<file path="src/rtl/wr_arb_n_if.sv">
// Bus bundle for the round-robin DDR write arbiter: register bus, requester
// handshake, shared write-data bus, tagged output stream and event outputs.
interface wr_arb_n_if #(
    parameter int NCH = 2,
    parameter int DW  = 32
);
    logic           ibus_cs;
    logic           ibus_wr;
    logic [7:0]     ibus_addr;
    logic [31:0]    ibus_wrdata;
    logic [31:0]    ibus_rddata;
    logic [NCH-1:0] req;
    logic [NCH-1:0] frame_end;
    logic [NCH-1:0] ack;
    logic           vin;
    logic [DW-1:0]  din;
    logic           m_valid;
    logic           m_ready;
    logic [DW-1:0]  m_data;
    logic           m_last;
    logic [2:0]     m_ch;
    logic [NCH-1:0] done;
    logic           intr;

    // arbiter side
    modport slave (
        input  ibus_cs, ibus_wr, ibus_addr, ibus_wrdata, req, frame_end, vin, din, m_ready,
        output ibus_rddata, ack, m_valid, m_data, m_last, m_ch, done, intr
    );

    // requesters / register master / downstream engine side
    modport master (
        output ibus_cs, ibus_wr, ibus_addr, ibus_wrdata, req, frame_end, vin, din, m_ready,
        input  ibus_rddata, ack, m_valid, m_data, m_last, m_ch, done, intr
    );
endinterface

</file>
<file path="src/rtl/wr_arb_n.sv">
// N-channel round-robin write arbiter: grants whole bursts when the FWFT output
// FIFO has room for one, tags words with the channel id, raises frame-done irqs.
module wr_arb_n_ch (
    input  logic        clk,
    input  logic        rst_n,
    input  logic        inc,
    input  logic        set,
    input  logic        clr,
    output logic [31:0] burst_cnt,
    output logic        stat
);
    always_ff @(posedge clk or negedge rst_n) begin
        if (!rst_n) begin
            burst_cnt <= '0;
            stat      <= 1'b0;
        end else begin
            if (inc) burst_cnt <= burst_cnt + 32'd1;
            // a new event beats a coincident W1C
            if (set)      stat <= 1'b1;
            else if (clr) stat <= 1'b0;
        end
    end
endmodule

module wr_arb_n #(
    parameter int NCH        = 2,
    parameter int DW         = 32,
    parameter int BURST_LEN  = 16,
    parameter int FIFO_DEPTH = 64
) (
    input logic       clk,
    input logic       rst_n,
    wr_arb_n_if.slave bus
);
    localparam int AW = $clog2(FIFO_DEPTH);
    localparam int CW = $clog2(BURST_LEN);
    localparam int FW = DW + 4;

    typedef enum logic [0:0] {IDLE, XFER} state_t;

    state_t                 state_q, state_d;
    logic [2:0]             rr_ptr, g_q, gnt;
    logic                   fe_q, first_q, grant_ok, room;
    logic [CW-1:0]          wcnt;
    logic [NCH-1:0]         en, mask, int_stat, elig, gnt_oh, ack_q, done_q;
    logic [15:0]            ovf_cnt;
    logic [NCH-1:0][31:0]   burst_cnt;
    logic [AW:0]            count;
    logic [AW-1:0]          wr_ptr, rd_ptr;
    logic [FW-1:0]          mem [FIFO_DEPTH];
    logic [FW-1:0]          rd_word;
    logic                   push, pop, last_word, burst_end, empty, intr_q;
    logic                   reg_wr, reg_rd;
    logic [31:0]            rd_d, rddata_q;
    logic                   unused_ok;

    assign elig      = bus.req & en;
    assign room      = count <= (AW+1)'(FIFO_DEPTH - BURST_LEN);
    assign last_word = wcnt == CW'(BURST_LEN - 1);
    assign push      = (state_q == XFER) && bus.vin;
    assign burst_end = push && last_word;
    assign empty     = count == '0;
    assign pop       = !empty && bus.m_ready;
    assign reg_wr    = bus.ibus_cs && bus.ibus_wr;
    assign reg_rd    = bus.ibus_cs && !bus.ibus_wr;
    assign unused_ok = &{1'b0, bus.ibus_wrdata};

    // Round-robin pick: smallest wrapped distance from the search start wins.
    always_comb begin
        int start, d, best;
        gnt   = '0;
        start = first_q ? 0 : int'(rr_ptr) + 1;
        if (start >= NCH) start = start - NCH;
        best  = NCH;
        for (int j = 0; j < NCH; j++) begin
            d = j - start;
            if (d < 0) d = d + NCH;
            if (elig[j] && d < best) begin
                best = d;
                gnt  = 3'(j);
            end
        end
    end

    assign gnt_oh = NCH'(1) << gnt;

    always_comb begin
        state_d  = state_q;
        grant_ok = 1'b0;
        case (state_q)
            IDLE: if (|elig && room) begin
                grant_ok = 1'b1;
                state_d  = XFER;
            end
            XFER: if (burst_end) state_d = IDLE;
            default: state_d = IDLE;
        endcase
    end

    always_ff @(posedge clk or negedge rst_n) begin
        if (!rst_n) begin
            state_q <= IDLE;
            rr_ptr  <= '0;
            g_q     <= '0;
            fe_q    <= 1'b0;
            first_q <= 1'b1;
            wcnt    <= '0;
            ack_q   <= '0;
            done_q  <= '0;
        end else begin
            state_q <= state_d;
            ack_q   <= grant_ok ? gnt_oh : '0;
            done_q  <= (burst_end && fe_q) ? (NCH'(1) << g_q) : '0;
            if (grant_ok) begin
                g_q     <= gnt;
                rr_ptr  <= gnt;
                fe_q    <= |(bus.frame_end & gnt_oh);
                first_q <= 1'b0;
            end
            if (push) wcnt <= last_word ? '0 : wcnt + CW'(1);
        end
    end

    // FWFT FIFO; storage is not reset, occupancy is
    always_ff @(posedge clk) begin
        if (push) mem[wr_ptr] <= {g_q, bus.din, last_word};
    end

    always_ff @(posedge clk or negedge rst_n) begin
        if (!rst_n) begin
            wr_ptr <= '0;
            rd_ptr <= '0;
            count  <= '0;
        end else begin
            if (push) wr_ptr <= wr_ptr + AW'(1);
            if (pop)  rd_ptr <= rd_ptr + AW'(1);
            if (push && !pop)      count <= count + (AW+1)'(1);
            else if (!push && pop) count <= count - (AW+1)'(1);
        end
    end

    assign rd_word     = mem[rd_ptr];
    assign bus.m_valid = !empty;
    assign bus.m_ch    = empty ? 3'd0 : rd_word[FW-1 -: 3];
    assign bus.m_data  = empty ? '0 : rd_word[DW:1];
    assign bus.m_last  = !empty && rd_word[0];

    genvar i;
    generate
        for (i = 0; i < NCH; i++) begin : g_ch
            wr_arb_n_ch u_ch (
                .clk       (clk),
                .rst_n     (rst_n),
                .inc       (burst_end && g_q == 3'(i)),
                .set       (burst_end && fe_q && g_q == 3'(i)),
                .clr       (reg_wr && bus.ibus_addr == 8'h04 && bus.ibus_wrdata[i]),
                .burst_cnt (burst_cnt[i]),
                .stat      (int_stat[i])
            );
        end
    endgenerate

    always_ff @(posedge clk or negedge rst_n) begin
        if (!rst_n) begin
            en       <= '0;
            mask     <= '0;
            ovf_cnt  <= '0;
            rddata_q <= '0;
            intr_q   <= 1'b0;
        end else begin
            if (reg_wr && bus.ibus_addr == 8'h00) en   <= bus.ibus_wrdata[NCH-1:0];
            if (reg_wr && bus.ibus_addr == 8'h08) mask <= bus.ibus_wrdata[NCH-1:0];
            if (reg_wr && bus.ibus_addr == 8'h10)
                ovf_cnt <= '0;
            else if (bus.vin && state_q != XFER && ovf_cnt != 16'hffff)
                ovf_cnt <= ovf_cnt + 16'd1;
            rddata_q <= reg_rd ? rd_d : '0;
            intr_q   <= |(int_stat & mask);
        end
    end

    always_comb begin
        rd_d = '0;
        case (bus.ibus_addr)
            8'h00: rd_d[NCH-1:0] = en;
            8'h04: rd_d[NCH-1:0] = int_stat;
            8'h08: rd_d[NCH-1:0] = mask;
            8'h0C: rd_d = 32'(count);
            8'h10: rd_d = 32'(ovf_cnt);
            default: begin
                for (int j = 0; j < NCH; j++)
                    if (bus.ibus_addr == 8'(32 + 4 * j)) rd_d = burst_cnt[j];
            end
        endcase
    end

    assign bus.ack         = ack_q;
    assign bus.done        = done_q;
    assign bus.intr        = intr_q;
    assign bus.ibus_rddata = rddata_q;
endmodule

</file>
<file path="src/flat_wrapper.sv">
// flat-port wrapper written by rule: the top's interface ports become plain ports
module wr_arb_n_flat 
#(
    parameter int NCH        = 2,
    parameter int DW         = 32,
    parameter int BURST_LEN  = 16,
    parameter int FIFO_DEPTH = 64
)
  (clk, rst_n, bus_ibus_cs, bus_ibus_wr, bus_ibus_addr, bus_ibus_wrdata, bus_req, bus_frame_end, bus_vin, bus_din, bus_m_ready, bus_ibus_rddata, bus_ack, bus_m_valid, bus_m_data, bus_m_last, bus_m_ch, bus_done, bus_intr);
  wr_arb_n_if #(.NCH(NCH), .DW(DW)) bus_i ();
  input logic clk;
  input logic rst_n;
  input wire logic [$bits(bus_i.ibus_cs)-1:0] bus_ibus_cs;
  input wire logic [$bits(bus_i.ibus_wr)-1:0] bus_ibus_wr;
  input wire logic [$bits(bus_i.ibus_addr)-1:0] bus_ibus_addr;
  input wire logic [$bits(bus_i.ibus_wrdata)-1:0] bus_ibus_wrdata;
  input wire logic [$bits(bus_i.req)-1:0] bus_req;
  input wire logic [$bits(bus_i.frame_end)-1:0] bus_frame_end;
  input wire logic [$bits(bus_i.vin)-1:0] bus_vin;
  input wire logic [$bits(bus_i.din)-1:0] bus_din;
  input wire logic [$bits(bus_i.m_ready)-1:0] bus_m_ready;
  output wire logic [$bits(bus_i.ibus_rddata)-1:0] bus_ibus_rddata;
  output wire logic [$bits(bus_i.ack)-1:0] bus_ack;
  output wire logic [$bits(bus_i.m_valid)-1:0] bus_m_valid;
  output wire logic [$bits(bus_i.m_data)-1:0] bus_m_data;
  output wire logic [$bits(bus_i.m_last)-1:0] bus_m_last;
  output wire logic [$bits(bus_i.m_ch)-1:0] bus_m_ch;
  output wire logic [$bits(bus_i.done)-1:0] bus_done;
  output wire logic [$bits(bus_i.intr)-1:0] bus_intr;
  assign bus_i.ibus_cs = bus_ibus_cs;
  assign bus_i.ibus_wr = bus_ibus_wr;
  assign bus_i.ibus_addr = bus_ibus_addr;
  assign bus_i.ibus_wrdata = bus_ibus_wrdata;
  assign bus_i.req = bus_req;
  assign bus_i.frame_end = bus_frame_end;
  assign bus_i.vin = bus_vin;
  assign bus_i.din = bus_din;
  assign bus_i.m_ready = bus_m_ready;
  assign bus_ibus_rddata = bus_i.ibus_rddata;
  assign bus_ack = bus_i.ack;
  assign bus_m_valid = bus_i.m_valid;
  assign bus_m_data = bus_i.m_data;
  assign bus_m_last = bus_i.m_last;
  assign bus_m_ch = bus_i.m_ch;
  assign bus_done = bus_i.done;
  assign bus_intr = bus_i.intr;
  wr_arb_n #(.NCH(NCH), .DW(DW), .BURST_LEN(BURST_LEN), .FIFO_DEPTH(FIFO_DEPTH)) u_core (.clk(clk), .rst_n(rst_n), .bus(bus_i));
endmodule
</file>
<file path="config.mk">
export PLATFORM = sky130hd
export DESIGN_NAME = wr_arb_n_flat
export DESIGN_NICKNAME = d
export VERILOG_FILES = /design/src/rtl/wr_arb_n_if.sv /design/src/rtl/wr_arb_n.sv /design/src/flat_wrapper.sv
export SDC_FILE = /design/constraint.sdc
export NUM_CORES = 2
export LEC_CHECK = 0
export BUFFER_PORTS_ARGS = -buffer_cell sky130_fd_sc_hd__buf_2
export CORE_ASPECT_RATIO = 1.75
export CORE_UTILIZATION = 35
export CTS_CLUSTER_DIAMETER = 40
export DETAILED_ROUTE_END_ITERATION = 7
export PLACE_DENSITY = 0.52
export SETUP_SLACK_MARGIN = 0.05
export SYNTH_ARGS = -nofsm -noshare
export SYNTH_HDL_FRONTEND = slang
export SYNTH_HIERARCHICAL = 1
export SYNTH_SLANG_ARGS = --single-unit
</file>
<file path="constraint.sdc">
create_clock -name clk -period 7.12 [get_ports clk]
set_clock_uncertainty 0.1 [all_clocks]
set_input_delay 0.712 -clock clk [delete_from_list [all_inputs] [get_ports clk]]
set_output_delay 0.712 -clock clk [all_outputs]
set_load 0.02 [all_outputs]
</file>
==> impl_results.md <==
* Status: finished, final reports clean
* Post-layout nets at approximately 4600
* Routed len/inst at 32.8 um
* Leak Pwr at 32.8 nW
* CP peak stage delay at 0.85 ns
* CTS buffer count at between 200 and 250
* Final min period at 5.45 ns
* Core Area at approximately 260000 sq um
* Top_reg_cell synth: edfxtp_1
* Max Clock Freq at 184 MHz
* Tcrit/Tclk final at between 70% and 80%
* PortBufs at approximately 120
* Reg2reg start: u_core/count[3]
* Worst VDD drop at approximately 330 uV
* Worst Path Buf+Inv at 2
* Synth top area cells: edfxtp_1 (72%), mux4_2 (14%), dfrtp_1 (4.1%)
* RSZ-0062 raised after global routing: false
* Via count at 45247
* Post-layout worst setup margin at 1.67 ns
* First-pass GRT wire length at roughly 370000 um
* Nature of the critical path endpoint: output pin
* Initial antenna violation count at 19
* Share of layout cells above drive strength 1 at 27.7%
* Synthesis-stage register bit count at 2326
* Compound-Gate Fraction of Synth Area at 2.84%
* Final setup viols at 0
* Die area at 260000 sq um
* DRT iter0 DRCs at approximately 4600
* Worst Hold Class: input port to flop
* Simple-gate share of the synthesized area at 2.94%
* Final Max Tran Viols at 0
* Hold Vio Cnt, Final at 0
* Endpoint, Worst Hold: u_core/en[1]
* Row Count at 246
* CP max FO at 24
* Req. time, crit path at 6.31 ns
* Dpl cells at 7634
* Combinational family with the most area after synthesis: multiplexers
* Clk_lat worst skew at a little under 0.9 ns
* Root Buffer: clkbuf_16
* Critical path, cell by cell: buf_4 -> nor2_4 -> nand2_1 -> o221ai_1 -> o31ai_1 -> buf_2
* R2r endpoint: u_core/count[5]
* Setup Total Neg Slack at 0 ns
* EDFF count, synth at 2176
* Largest net degree at the start of global routing at about 100
* Max stage delay cell, worst path: o31ai_1
* Max Cap Viol at 0
* Startpoint Class: flop
* TritonCTS clock tree: done
* DR DRC count at 0
* Cell variety after synth at 80
* Non-filler cells, final at 8069
* CTS clock-pin slew for the worst setup and hold paths at 0.06 ns
* Worst path arrival time at 4.64 ns
* Delay-heaviest family, CP: compound AO/OA/AOI/OAI gates
* Worst-Margin Slew at between 1 and 1.5 ns
* Ys Warns at 6
* Synthesized instance count at 4235
* Die Ht at 674 um
* Seq/Total Area, Yosys at roughly 77%
* Adder-cell share of the synthesized area at 0.286%
* Routability Congestion at 0.780
* Reg2reg setup slack at 2.70 ns
* Total power at 38.9 mW
* Post-Route WL at 265000 um
* R2R depth at 12
* Worst slew margin at 11.4%
* Synth Area in XOR/XNOR at 0.874%
* Vias in the first global route at approximately 46000
* Top-count cell post-synth: edfxtp_1
* Detail Placement HPWL at 151000 um
* Post-route antenna net violation count at 0
* Total clock sinks at 2326
* Ys async rst share at 6.45%
* PD cells at roughly 380 nW/um^2
* Die width at 386 um
* Hold_sp: bus_ibus_cs
* Area Overhead vs Synth at 14.5%
* CTS Buffer Depth at 4
* Synth area leader: edfxtp_1
* Gates resized, CTS repair at 0
* GRT Util Overall at 20.3%
* Pre-CTS setup slack at approximately 2.5 ns
* H-tree depth at 4
* Post-Syn Area at 90200 sq um
* Top cell type's share of synthesized area at approximately 72%
* Final hold slack at approximately 0.15 ns
* Setup CP Type: flop to output pin
* Commonest cells post-synth: edfxtp_1 (2176), mux4_2 (552), nand2_1 (157), dfrtp_1 (149), nor2_1 (141)
* GR Overflow Total at 0
* Avg Cell Area, Syn at 21.3 sq um
* Vias/cell at 5.61
* TritonRoute pass-1 iters at 6
* Mux cell area share after synthesis at between 15 and 20%
* Hold path depth at 3
* Starting Density at 35.2%
* I/O Pins at 156
## how the worst max path moves through the flow
stage,depth (start not counted),start,endpoint
2_1_floorplan,12,u_core/count[3],u_core/count[5]
3_3_place_gp,6,u_core/rd_ptr[0],bus_m_data[28]
3_5_place_dp,6,u_core/rd_ptr[0],bus_m_data[28]
4_1_cts,6,u_core/rd_ptr[0],bus_m_data[28]
5_1_grt,6,u_core/rd_ptr[0],bus_m_data[28]
6_report,6,u_core/rd_ptr[4],bus_m_data[27]
## power breakdown
part	internal [mW]	switching, mW	leakage, nW
combinational	4.29	6.42	7.58
sequential	15.4	0.524	21.5
clock	6.87	5.44	3.70
total	26.6	12.4	32.8
## cell families after synthesis
family | Yosys count
compound gates | 358
simple gates | 531
buf+inv | 245
other cells | 2
flops | 2326
mux | 663
fa+ha+maj | 20
xor+xnor | 90
## layer usage
layer	share of wire, %	up-vias	GRT usage (%)
li1	-	18316	-
met1	37	24993	24.5
met2	54	1503	36.7
met3	5.4	433	2.73
met4	3.8	2	7.38
met5	0.0072	-	0
## placed cells by master, fill, tap and decap left out, types with 53 or more instances in the layout
master | netlist | routed
nand2_1 | 157 | 157
buf_4 | 35 | 128
o22ai_1 | 66 | 66
nor2_4 | 0 | 65
a22oi_1 | 58 | 58
nor2_1 | 141 | 76
edfxtp_1 | 2176 | 2176
buf_2 | 90 | 122
dfrtp_1 | 149 | 143
clkbuf_16 | 0 | 235
xnor2_1 | 53 | 53
nand3_1 | 55 | 55
mux2i_1 | 82 | 82
mux4_2 | 552 | 552
## per-stage QoR
stage               utilization (%)  cell area, sq um
global placement               37.3             95700
global route                   40.3            103000
detailed placement             37.3             95700
CTS                            40.3            103000
floorplan                         -             90300
finish                         40.3            103000
## worst register-to-register path, delay by kind of cell, from the launching register on
| kind | cells | cell delay (ns) |
|---|---|---|
| AO/OA/AOI/OAI | 3 | 0.55 |
| buffers and inverters | 2 | 0.39 |
| adder cells (fa/ha/maj) | 2 | 0.61 |
| AND/OR/NAND/NOR | 5 | 2.21 |
| flip-flops | 1 | 0.43 |
## state kept, by name, indices dropped and copies added (netlist names), 2 cells and up
register and flops:
u_core/wcnt 4, u_core/wr_ptr 6, u_core/bus.done 2, u_core/rd_ptr 6, u_core/mem 2176, u_core/mask 2
u_core/bus.ibus_rddata 32, u_core/count 7, u_core/ovf_cnt 16, u_core/bus.ack 2, u_core/g_ch.u_ch/burst_cnt 64, u_core/g_ch.u_ch/stat 2
u_core/en 2
## cell type report
type	count	area (sq um)
fill	22609	153000
sequential	2326	69100
multi-input combinational	1674	20400
clock buffer	272	6050
tap	3348	4190
timing repair buffer	267	1870
clock inverter	156	1530
inverter	22	87.6
antenna	4	10.0
## what timing repair did
action                                 in CTS  in global routing
setup buffers                               0                  0
endpoints found under the hold margin      85                  0
hold buffers                                3                  0
(Power assumes the default switching activity.)
